<file path="config.mk">
export PLATFORM = sky130hd
export DESIGN_NAME = box_filter_sched_flat
export DESIGN_NICKNAME = d
export VERILOG_FILES = /design/src/rtl/box_filter_pkg.sv /design/src/rtl/box_filter_sched_if.sv /design/src/rtl/box_filter_sched_arb.sv /design/src/rtl/box_filter_sched.sv /design/src/flat_wrapper.sv
export SDC_FILE = /design/constraint.sdc
export NUM_CORES = 2
export LEC_CHECK = 0
export ABC_CLOCK_PERIOD_IN_PS = 13100
export CORE_MARGIN = 2
export CORE_UTILIZATION = 60
export CTS_BUF_LIST = sky130_fd_sc_hd__clkbuf_16
export CTS_CLUSTER_SIZE = 10
export DETAILED_ROUTE_END_ITERATION = 10
export PLACE_DENSITY = 0.87
export SYNTH_ARGS = -nofsm -noshare
export SYNTH_HDL_FRONTEND = slang
export SYNTH_SLANG_ARGS = --single-unit
</file>
<file path="constraint.sdc">
create_clock -name clk -period 13.1 [get_ports clk]
set_input_delay 3.275 -clock clk [delete_from_list [all_inputs] [get_ports clk]]
set_output_delay 3.275 -clock clk [all_outputs]
set_load 0.05 [all_outputs]
</file>
<file path="src/rtl/box_filter_pkg.sv">
// box_filter_pkg: shared sizes and types for the multi-channel box-filter scheduler
package box_filter_pkg;
  localparam int NUM_CH = 4;
  localparam int FILTER_SIZE = 4;
  localparam int DATA_WIDTH = 32;
  localparam int LOG2_FS = $clog2(FILTER_SIZE);
  localparam int CH_W = $clog2(NUM_CH);
  typedef logic [DATA_WIDTH-1:0] data_t;
  typedef logic [DATA_WIDTH+LOG2_FS-1:0] sum_t;
  typedef logic [CH_W-1:0] ch_idx_t;
  typedef logic [LOG2_FS-1:0] wp_t;
  typedef logic [NUM_CH-1:0] ch_vec_t;
endpackage

</file>
<file path="src/rtl/box_filter_sched_if.sv">
// box_filter_sched_if: per-channel sample request bus plus tagged result output
//   req_valid/req_data/req_ready : one valid/ready pair per channel
//   out_valid/out_ch/out_data/out_ready : shared result port
//   master = producers/consumer side, slave = scheduler side
interface box_filter_sched_if;
  import box_filter_pkg::*;
  ch_vec_t req_valid;
  ch_vec_t req_ready;
  data_t [NUM_CH-1:0] req_data;
  logic out_valid;
  logic out_ready;
  ch_idx_t out_ch;
  data_t out_data;
  modport master(output req_valid, req_data, out_ready, input req_ready, out_valid, out_ch, out_data);
  modport slave(input req_valid, req_data, out_ready, output req_ready, out_valid, out_ch, out_data);
endinterface

</file>
<file path="src/rtl/box_filter_sched_arb.sv">
// box_filter_sched_arb: combinational grant pick among requesting channels
//   ptr     : last granted channel (round-robin build only)
//   req     : per-channel request vector
//   gnt_oh  : one-hot grant, zero when nothing requests
//   gnt_idx : index of the granted channel
//   gnt_any : some channel is granted
//   BOX_FILTER_SCHED_RR_EN selects round-robin; otherwise lowest index wins
module box_filter_sched_arb import box_filter_pkg::*; (
`ifdef BOX_FILTER_SCHED_RR_EN
  input  ch_idx_t ptr,
`endif
  input  ch_vec_t req,
  output ch_vec_t gnt_oh,
  output ch_idx_t gnt_idx,
  output logic    gnt_any
);
  ch_idx_t cand [NUM_CH];
  for (genvar i = 0; i < NUM_CH; i++) begin : g_cand
`ifdef BOX_FILTER_SCHED_RR_EN
    assign cand[i] = ch_idx_t'((int'(ptr) + i + 1) % NUM_CH);
`else
    assign cand[i] = ch_idx_t'(i);
`endif
  end
  // scan from lowest priority to highest so the last hit is the winner
  always_comb begin
    gnt_idx = '0;
    gnt_any = 1'b0;
    for (int k = NUM_CH - 1; k >= 0; k--)
      if (req[cand[k]]) begin
        gnt_idx = cand[k];
        gnt_any = 1'b1;
      end
  end
  assign gnt_oh = gnt_any ? ch_vec_t'(1) << gnt_idx : '0;
endmodule

</file>
<file path="src/rtl/box_filter_sched.sv">
// box_filter_sched: one shared box-filter datapath time-multiplexed over NUM_CH streams
//   clk, rst : clock and synchronous active-high reset
//   clear    : flush all channel histories, sums and write pointers
//   bus      : box_filter_sched_if.slave (per-channel requests, tagged result port)
//   BOX_FILTER_SCHED_RR_EN selects round-robin arbitration, else fixed priority
module box_filter_sched import box_filter_pkg::*; (
  input logic clk,
  input logic rst,
  input logic clear,
  box_filter_sched_if.slave bus
);
  data_t hist [NUM_CH][FILTER_SIZE];
  sum_t sum [NUM_CH];
  wp_t wp [NUM_CH];
  ch_vec_t gnt_oh;
  ch_idx_t gnt_idx;
  logic gnt_any, go, acc;
  sum_t new_sum;
`ifdef BOX_FILTER_SCHED_RR_EN
  ch_idx_t ptr;
  always_ff @(posedge clk)
    if (rst) ptr <= ch_idx_t'(NUM_CH - 1);
    else if (acc) ptr <= gnt_idx;
`endif
  box_filter_sched_arb u_arb (
`ifdef BOX_FILTER_SCHED_RR_EN
    .ptr(ptr),
`endif
    .req(bus.req_valid),
    .gnt_oh(gnt_oh),
    .gnt_idx(gnt_idx),
    .gnt_any(gnt_any)
  );
  assign go = (!bus.out_valid || bus.out_ready) && !clear && !rst;
  assign bus.req_ready = go ? gnt_oh : '0;
  assign acc = go && gnt_any;
  // the oldest sample leaves the window as the new one enters
  assign new_sum = sum[gnt_idx] - sum_t'(hist[gnt_idx][wp[gnt_idx]]) + sum_t'(bus.req_data[gnt_idx]);
  always_ff @(posedge clk)
    if (rst) begin
      bus.out_valid <= 1'b0;
      bus.out_ch <= '0;
      bus.out_data <= '0;
    end else if (acc) begin
      bus.out_valid <= 1'b1;
      bus.out_ch <= gnt_idx;
      bus.out_data <= data_t'(new_sum >> LOG2_FS);
    end else if (bus.out_ready) bus.out_valid <= 1'b0;
  always_ff @(posedge clk)
    if (rst || clear) begin
      hist <= '{default: '0};
      sum <= '{default: '0};
      wp <= '{default: '0};
    end else if (acc) begin
      hist[gnt_idx][wp[gnt_idx]] <= bus.req_data[gnt_idx];
      sum[gnt_idx] <= new_sum;
      wp[gnt_idx] <= wp[gnt_idx] + wp_t'(1);
    end
endmodule

</file>
<file path="src/flat_wrapper.sv">
// flat-port wrapper written by rule: the top's interface ports become plain ports
module box_filter_sched_flat import box_filter_pkg::*;
  (clk, rst, clear, bus_req_valid, bus_req_data, bus_out_ready, bus_req_ready, bus_out_valid, bus_out_ch, bus_out_data);
  box_filter_sched_if bus_i ();
  input logic clk;
  input logic rst;
  input logic clear;
  input wire logic [$bits(bus_i.req_valid)-1:0] bus_req_valid;
  input wire logic [$bits(bus_i.req_data)-1:0] bus_req_data;
  input wire logic [$bits(bus_i.out_ready)-1:0] bus_out_ready;
  output wire logic [$bits(bus_i.req_ready)-1:0] bus_req_ready;
  output wire logic [$bits(bus_i.out_valid)-1:0] bus_out_valid;
  output wire logic [$bits(bus_i.out_ch)-1:0] bus_out_ch;
  output wire logic [$bits(bus_i.out_data)-1:0] bus_out_data;
  assign bus_i.req_valid = bus_req_valid;
  assign bus_i.req_data = bus_req_data;
  assign bus_i.out_ready = bus_out_ready;
  assign bus_req_ready = bus_i.req_ready;
  assign bus_out_valid = bus_i.out_valid;
  assign bus_out_ch = bus_i.out_ch;
  assign bus_out_data = bus_i.out_data;
  box_filter_sched u_core (.clk(clk), .rst(rst), .clear(clear), .bus(bus_i));
endmodule
</file>
### Yosys cells after proc, flatten, opt, wreduce, memory -nomap -nowiden

Cells that the tools add are included.

| word-level totals | value |
|---|---|
| register bits after elaboration | 691 |

| cells by class | value |
|---|---|
| muxes and demuxes | 37 |
| shifts and indexed selects | 1 |
| bitwise gates (word level) | 2 |
| order comparisons | 5 |
| reductions and logical operators | 11 |
| add/subtract/negate cells | 3 |

Operators with widths:

| cell | count |
|---|---|
| bitwise mux 512 bit | 1 |
| 2-to-1 mux 128 bit | 3 |
| binary-select mux 128 bit (select 2 bit) | 1 |
| demux 128 bit (select 2 bit) | 1 |
| bitwise mux 136 bit | 1 |
| binary-select mux 32 bit (select 2 bit) | 2 |
| 2-to-1 mux 32 bit | 4 |
| 2-to-1 mux 34 bit | 3 |
| binary-select mux 34 bit (select 2 bit) | 1 |
| demux 34 bit (select 2 bit) | 1 |
| demux 32 bit (select 2 bit) | 1 |
| adder 34 x 32 -> 34 bit | 1 |
| subtractor 34 x 32 -> 34 bit | 1 |
| 2-to-1 mux 2 bit | 7 |
| bitwise mux 8 bit | 1 |
| 2-to-1 mux 4 bit | 2 |
| >= comparator 3 bit (second input constant) | 2 |
| less-than comparator 3 x 1 -> 1 bit (second input constant) | 2 |
| 2-to-1 mux 1 bit | 6 |
| NOT 2 -> 3 bit | 2 |
| logical AND 1 bit | 5 |
| binary-select mux 2 bit (select 2 bit) | 1 |
| demux 2 bit (select 2 bit) | 1 |
| << shifter 1 x 2 -> 4 bit (first input constant) | 1 |
| other kinds (5) | 8 |

### Logic depth before layout (Yosys ltp)

| depth | value |
|---|---|
| depth after elaboration | 16 |
| mapped depth | 25 |

### By module

Synthesis repeated with hierarchy kept, for this count alone.

| unflattened totals | value |
|---|---|
| cell total of the unflattened synthesis | 3897 |
| area, all modules | 32882.8 µm² |

By module, submodules not included:

| module | area an instance (µm²) | cells each | sequential area each (µm²) | times used |
|---|---|---|---|---|
| box_filter_sched | 32832.7 | 3886 | 13833.3 | 1 |
| box_filter_sched_arb | 50.0 | 11 | 0.0 | 1 |

### Least setup slack after synthesis

Ideal clock, no wire load.

| timing | value |
|---|---|
| path type | input-to-output |
| start | in rst |
| end | out bus_req_ready[0] |
| data arrival time | 4.961 ns |
| path buffers | 4 |
| slack | 4.864 ns |
| stages on the path | 8 |
| cell sequence | clkbuf_1 -> nor2_4 -> and2_1 -> nand2_1 -> inv_1 -> buf_2 -> buf_2 -> buf_1 |

| on the way | value |
|---|---|
| word-level cells in the longest chain between the ends | 3 |

Ends and longest elaborated chain:

| element | line | text |
|---|---|---|
| start: declaration | flat_wrapper.sv:6 | `input logic rst;` |
| logical NOT 1 bit | box_filter_sched.sv:34 | `assign go = (!bus.out_valid \|\| bus.out_ready) && !clear && !rst;` |
| logical AND 1 bit | box_filter_sched.sv:34 |  |
| 2-to-1 mux 4 bit | box_filter_sched.sv:35 | `assign bus.req_ready = go ? gnt_oh : '0;` |
| end: declaration | flat_wrapper.sv:11 | `output wire logic [$bits(bus_i.req_ready)-1:0] bus_req_ready;` |

Every way passes these cells.

### Worst setup path after layout

| timing | value |
|---|---|
| start | in bus_req_valid[2] |
| end | reg u_core.sum[98] (netlist name) |

| on the way | value |
|---|---|
| word-level cells in the longest chain between the ends | 14 |
| elaborated cells between the ends (all ways) | 31 |

Ends and longest elaborated chain:

| element | line | text |
|---|---|---|
| start: declaration | flat_wrapper.sv:8 | `input wire logic [$bits(bus_i.req_valid)-1:0] bus_req_valid;` |
| 2-to-1 mux 2 bit (3 in series) | box_filter_sched_arb.sv:30 | `if (req[cand[k]]) begin` |
| NOT 2 -> 3 bit (not written as such) | box_filter_sched.sv:38, box_filter_sched.sv:56 |  |
| binary-select mux 2 bit (select 2 bit) | box_filter_sched.sv:38 | `assign new_sum = sum[gnt_idx] - sum_t'(hist[gnt_idx][wp[gnt_idx]]) + sum_t'(bus.req_data[gnt_idx]);` |
| 2-to-1 mux 2 bit (not written as such) (2 in series) | box_filter_sched.sv:38 |  |
| NOT 2 -> 3 bit (not written as such) | box_filter_sched.sv:38 |  |
| binary-select mux 32 bit (select 2 bit) | box_filter_sched.sv:38 |  |
| 2-to-1 mux 32 bit (not written as such) (2 in series) | box_filter_sched.sv:38 |  |
| subtractor 34 x 32 -> 34 bit | box_filter_sched.sv:38 |  |
| adder 34 x 32 -> 34 bit | box_filter_sched.sv:38 |  |
| bitwise mux 136 bit | box_filter_sched.sv:56 | `sum[gnt_idx] <= new_sum;` |
| end signal: indexed assignment | box_filter_sched.sv:56 |  |
| end: declaration | box_filter_sched.sv:13 | `sum_t sum [NUM_CH];` |

Several ways; a longest one is shown, not always the timed one. The select of a mux whose other input is x is not followed.
A chain may end at the register's enable or synchronous reset.

==> run_summary.xml <==
<?xml version="1.0" encoding="UTF-8"?>
<metrics>
  <group name="synth">
    <metric name="synthesis.yosys.warnings" unit="">0</metric>
    <metric name="netlist_top_cells_count" unit="">1,311 x sky130_fd_sc_hd__nand2_1, 691 x sky130_fd_sc_hd__dfxtp_1, 509 x sky130_fd_sc_hd__a21oi_1</metric>
    <metric name="yosys_top_cell_area_share" unit="">0.423</metric>
    <metric name="synthesis.area" unit="sq um">32700</metric>
    <metric name="count_leader_synth" unit="">sky130_fd_sc_hd__nand2_1</metric>
    <metric name="synth-edff-count" unit="">0</metric>
    <metric name="cell_taking_the_most_area_after_synthesis" unit="">sky130_fd_sc_hd__dfxtp_1</metric>
    <metric name="total_nets_after_synthesis" unit="">4578</metric>
    <metric name="unique_cell_type_count_in_the_yosys_netlist" unit="">66</metric>
    <metric name="synth.ff_latch_count" unit="">691</metric>
    <metric name="syn-mean-instance-area" unit="sq um">7.49</metric>
    <metric name="post_synth_inst_count" unit="">4372</metric>
    <metric name="synth_sequential_area_ratio" unit="">0.423</metric>
    <metric name="netlist_top_cells_area" unit="">sky130_fd_sc_hd__dfxtp_1 42%, sky130_fd_sc_hd__nand2_1 15%, sky130_fd_sc_hd__a21oi_1 7.8%</metric>
    <metric name="synthArstFlopShare" unit="">0</metric>
    <metric name="most_common_flop_cell_mapped_by_yosys" unit="">sky130_fd_sc_hd__dfxtp_1</metric>
  </group>
  <group name="worst_setup_path">
    <metric name="cpMaxStageDelayCell" unit="">sky130_fd_sc_hd__or3_2</metric>
    <metric name="cp_cell_sequence" unit="">clkdlybuf4s50_1 &gt; nand2b_4 &gt; or3_2 &gt; o221a_4 &gt; inv_6 &gt; buf_12 &gt; a221oi_1 &gt; nor2_1 &gt; o21ai_1 &gt; o221ai_1 &gt; fa_1 &gt; inv_1 &gt; ha_1 &gt; nand4_1 &gt; nor2_1 &gt; nand3_1 &gt; a2111oi_1 &gt; o21ai_0 &gt; a211oi_1 &gt; o21ai_0</metric>
    <metric name="worstReg2RegStart" unit="">u_core.wp[5]$_SDFFE_PP0P_</metric>
    <metric name="cp.depth" unit="">20</metric>
    <metric name="destination_of_the_worst_register_to_register_timing_path" unit="">u_core.sum[98]$_SDFFE_PP0P_</metric>
    <metric name="crit_path_max_fo" unit="">138</metric>
    <metric name="critPathCapture" unit="">u_core.sum[98]$_SDFFE_PP0P_</metric>
    <metric name="worstSetupStartpointType" unit="">input pin</metric>
    <metric name="critPathTopFamily" unit="">compound AO/OA/AOI/OAI gates</metric>
    <metric name="r2r.worst_path.cells" unit="">19</metric>
    <metric name="crit_buf_inv" unit="">4</metric>
    <metric name="worstSetupEndpointType" unit="">flop</metric>
    <metric name="r2r_slack" unit="ps">6470</metric>
    <metric name="slowest_delay" unit="ps">790</metric>
    <metric name="worst_setup_path_startpoint" unit="">bus_req_valid[2]</metric>
    <metric name="crit_type" unit="">in2reg</metric>
    <metric name="worst-endpoint-required" unit="ps">13570</metric>
    <metric name="arrival" unit="ps">10850</metric>
  </group>
  <group name="outcome">
    <metric name="status" unit="">completed</metric>
  </group>
  <group name="final_layout">
    <metric name="flow.area_growth_from_synthesis" unit="%">11.2</metric>
    <metric name="layout-drive-gt1-share" unit="">0.0545</metric>
    <metric name="num_antenna_cells" unit="">0</metric>
    <metric name="final.fill_count" unit="">4307</metric>
    <metric name="nets" unit="">4482</metric>
  </group>
  <group name="global_route">
    <metric name="grt_first_pass_wirelength" unit="um">165000</metric>
    <metric name="grt_pass1_vias" unit="">30700</metric>
    <metric name="grtUsageTotal" unit="">0.364</metric>
    <metric name="global_route_total_overflow" unit="">0</metric>
    <metric name="antenna_found_initial" unit="">0</metric>
    <metric name="maximum_number_of_pins_on_one_net_before_global_route_repair" unit="">238</metric>
  </group>
  <group name="timing">
    <metric name="final-setup-viol-count" unit="">0</metric>
    <metric name="final_max_slew_viol_count" unit="">0</metric>
    <metric name="timing.max_slew.rel_slack" unit="">0.161</metric>
    <metric name="final_critical_path_setup_slack" unit="ps">2720</metric>
    <metric name="timing.final.crit_share" unit="">0.792</metric>
    <metric name="summed_negative_setup_slack_over_all_endpoints" unit="ps">0</metric>
    <metric name="fin_skew" unit="ps">29.3</metric>
    <metric name="timing.final.hold_violations" unit="">0</metric>
    <metric name="worst-slew-pin-transition" unit="ps">1260</metric>
    <metric name="fmaxAchievable" unit="MHz">96.4</metric>
    <metric name="post-route-min-period" unit="ps">10380</metric>
    <metric name="unrepaired_setup_endpoints_after_global_routing" unit="">false</metric>
  </group>
  <group name="power">
    <metric name="seq_power_share" unit="">0.391</metric>
    <metric name="power.net_switching" unit="W">0.00192</metric>
    <metric name="internal_power" unit="W">0.00372</metric>
    <metric name="static-leakage-power" unit="nW">12.1</metric>
    <metric name="share_comb_of_total_power" unit="">0.260</metric>
    <metric name="power_per_cell_area" unit="nW/um^2">155</metric>
    <metric name="largest_voltage_drop_on_the_vdd_net" unit="mV">0.118</metric>
    <metric name="share_clk_of_total_power" unit="">0.349</metric>
    <metric name="power_switching_share" unit="">0.340</metric>
  </group>
  <group name="route">
    <metric name="route.detailed.wl_per_inst" unit="um">21.2</metric>
    <metric name="final_routed_wirelength" unit="um">106000</metric>
    <metric name="dr_total_vias" unit="">32500</metric>
    <metric name="drt_iter0_markers" unit="">4723</metric>
    <metric name="drt-pass1-iter-count" unit="">8</metric>
    <metric name="routed_via_density" unit="">6.52</metric>
    <metric name="postRouteAntennaNets" unit="">0</metric>
    <metric name="drc_markers" unit="">0</metric>
  </group>
  <group name="clock_tree">
    <metric name="cts_clock_pin_slew_for_the_worst_setup_and_hold_paths" unit="ps">50</metric>
    <metric name="cts_made_buffers" unit="">80</metric>
    <metric name="cts_tree" unit="">done</metric>
    <metric name="cts_hold_repair.buffers" unit="">0</metric>
    <metric name="ctsRootBufferMaster" unit="">sky130_fd_sc_hd__clkbuf_16</metric>
    <metric name="postCtsSetupBuffers" unit="">0</metric>
    <metric name="clock_net_sink_count" unit="">691</metric>
    <metric name="insertion_delay" unit="ps">640</metric>
    <metric name="clk_path_buf_depth" unit="">3</metric>
    <metric name="cts_htree_levels" unit="">3</metric>
    <metric name="post_cts.resized_instances" unit="">0</metric>
  </group>
  <group name="floorplan">
    <metric name="starting_utilization_of_the_core_area" unit="">0.607</metric>
    <metric name="num_io_pins" unit="">175</metric>
    <metric name="core_area" unit="sq um">53900</metric>
    <metric name="fp.dieH" unit="um">238</metric>
    <metric name="die_x" unit="um">238</metric>
    <metric name="floorplan.die_area" unit="sq um">56500</metric>
    <metric name="placement_rows" unit="">85</metric>
  </group>
  <group name="job">
    <metric name="timing.max_cap.violations" unit="">0</metric>
  </group>
  <group name="placed_design">
    <metric name="hpwlAfterDp" unit="um">61600</metric>
    <metric name="dpl_ws" unit="ps">2510</metric>
    <metric name="io_buffer_count" unit="">174</metric>
    <metric name="routability_congestion_estimate_from_global_placement" unit="">0.960</metric>
  </group>
  <group name="min_path">
    <metric name="hold_path.class" unit="">reg2reg</metric>
  </group>
</metrics>
[flip-flops by register name (all words and copies together) (netlist names)]
register              flops
u_core.hist             512
u_core.sum              136
u_core.bus.out_ch         2
u_core.bus.out_data      32
u_core.wp                 8
u_core.bus.out_valid      1
[metal layers]
metal / global-route usage / vias up / wire length (um)
met2: 0.572 / 2201 / 47400
met3: 0.0871 / 370 / 13400
met5: 0 / - / 0
li1: - / 14800 / -
met4: 0.185 / 0 / 4830
met1: 0.468 / 15100 / 40100
[layout by cell type, fill, tap and decap left out, drive strengths merged, types with 5 or more instances in the layout]
master,instances
a211oi,164
o21ai,147
nor2,233
nor4,7
nor3,31
nand4,25
or3,5
a311oi,18
nand2b,6
nand3,199
dfxtp,691
fa,32
a21oi,509
o221ai,36
ha,38
or4,5
a221o,9
xor2,21
and2,14
clkbuf,82
o21a,7
inv,103
a21o,11
and3,37
a221oi,150
a31oi,43
clkinv,5
o31ai,16
nand3b,14
xnor2,11
nand2,1311
buf,68
o22ai,24
clkdlybuf4s50,174
o21bai,6
[logic make-up after synthesis]
logic type | after synthesis | synth area share
flip-flops | 691 | 0.423
AO/OA/AOI/OAI | 1162 | 0.229
XOR/XNOR | 32 | 0.00856
AND/OR/NAND/NOR | 1899 | 0.238
buffers and inverters | 515 | 0.0666
multiplexers | 3 | 0.000917
adder cells (fa/ha/maj) | 70 | 0.0341
[power groups by stage]
| stage | Clock (W) | Sequential, W | Combinational, W |
|---|---|---|---|
| after global placement | 0 | 0.00225 | 0.00140 |
| after CTS | 0.00196 | 0.00221 | 0.00142 |
| final | 0.00197 | 0.00221 | 0.00146 |
| after floorplan | 0 | 0.00234 | 0.000864 |
| after global routing | 0.00205 | 0.00221 | 0.00156 |
| after detailed placement | 0 | 0.00225 | 0.00141 |
[tightest hold or removal path, delay by kind of cell, from the launching register on]
kind / cells / cell delay [ps]
simple gates: 1 / 50
flops: 1 / 300
compound gates: 1 / 50
[worst min path at each step]
stage,startpoint,endpoint,slack (ps),cells after the start
after floorplan,u_core.sum[34]$_SDFFE_PP0P_,u_core.sum[34]$_SDFFE_PP0P_,430,2
after global placement,u_core.hist[245]$_SDFFE_PP0P_,u_core.hist[245]$_SDFFE_PP0P_,440,2
after detailed placement,u_core.hist[241]$_SDFFE_PP0P_,u_core.hist[241]$_SDFFE_PP0P_,450,2
after CTS,u_core.hist[234]$_SDFFE_PP0P_,u_core.hist[234]$_SDFFE_PP0P_,450,2
after global routing,u_core.hist[292]$_SDFFE_PP0P_,u_core.hist[292]$_SDFFE_PP0P_,460,2
final,u_core.hist[280]$_SDFFE_PP0P_,u_core.hist[280]$_SDFFE_PP0P_,450,2
[per-stage QoR]
stage	util	std cells	total power (W)	hold slack, ps	instance area (sq um)
6_report	0.675	4986	0.00564	453	36400
5_1_grt	0.675	4986	0.00582	465	36400
4_1_cts	0.675	4986	0.00559	453	36400
3_5_place_dp	0.635	4890	0.00366	446	34200
3_3_place_gp	0.635	4890	0.00365	441	34200
2_1_floorplan	-	4372	0.00320	434	32700
[cell type report]
class / count / area, sq um / share of cell area
inverters: 95 / 362 / 0.00993
well taps: 696 / 871 / 0.0239
multi-input cells: 3166 / 16800 / 0.463
clock buffers: 82 / 2050 / 0.0564
clock inverters: 14 / 116 / 0.00320
flip-flops and latches: 691 / 13800 / 0.380
repair buffers: 242 / 2330 / 0.0639
No activity file was read; power rests on OpenSTA's default activity.
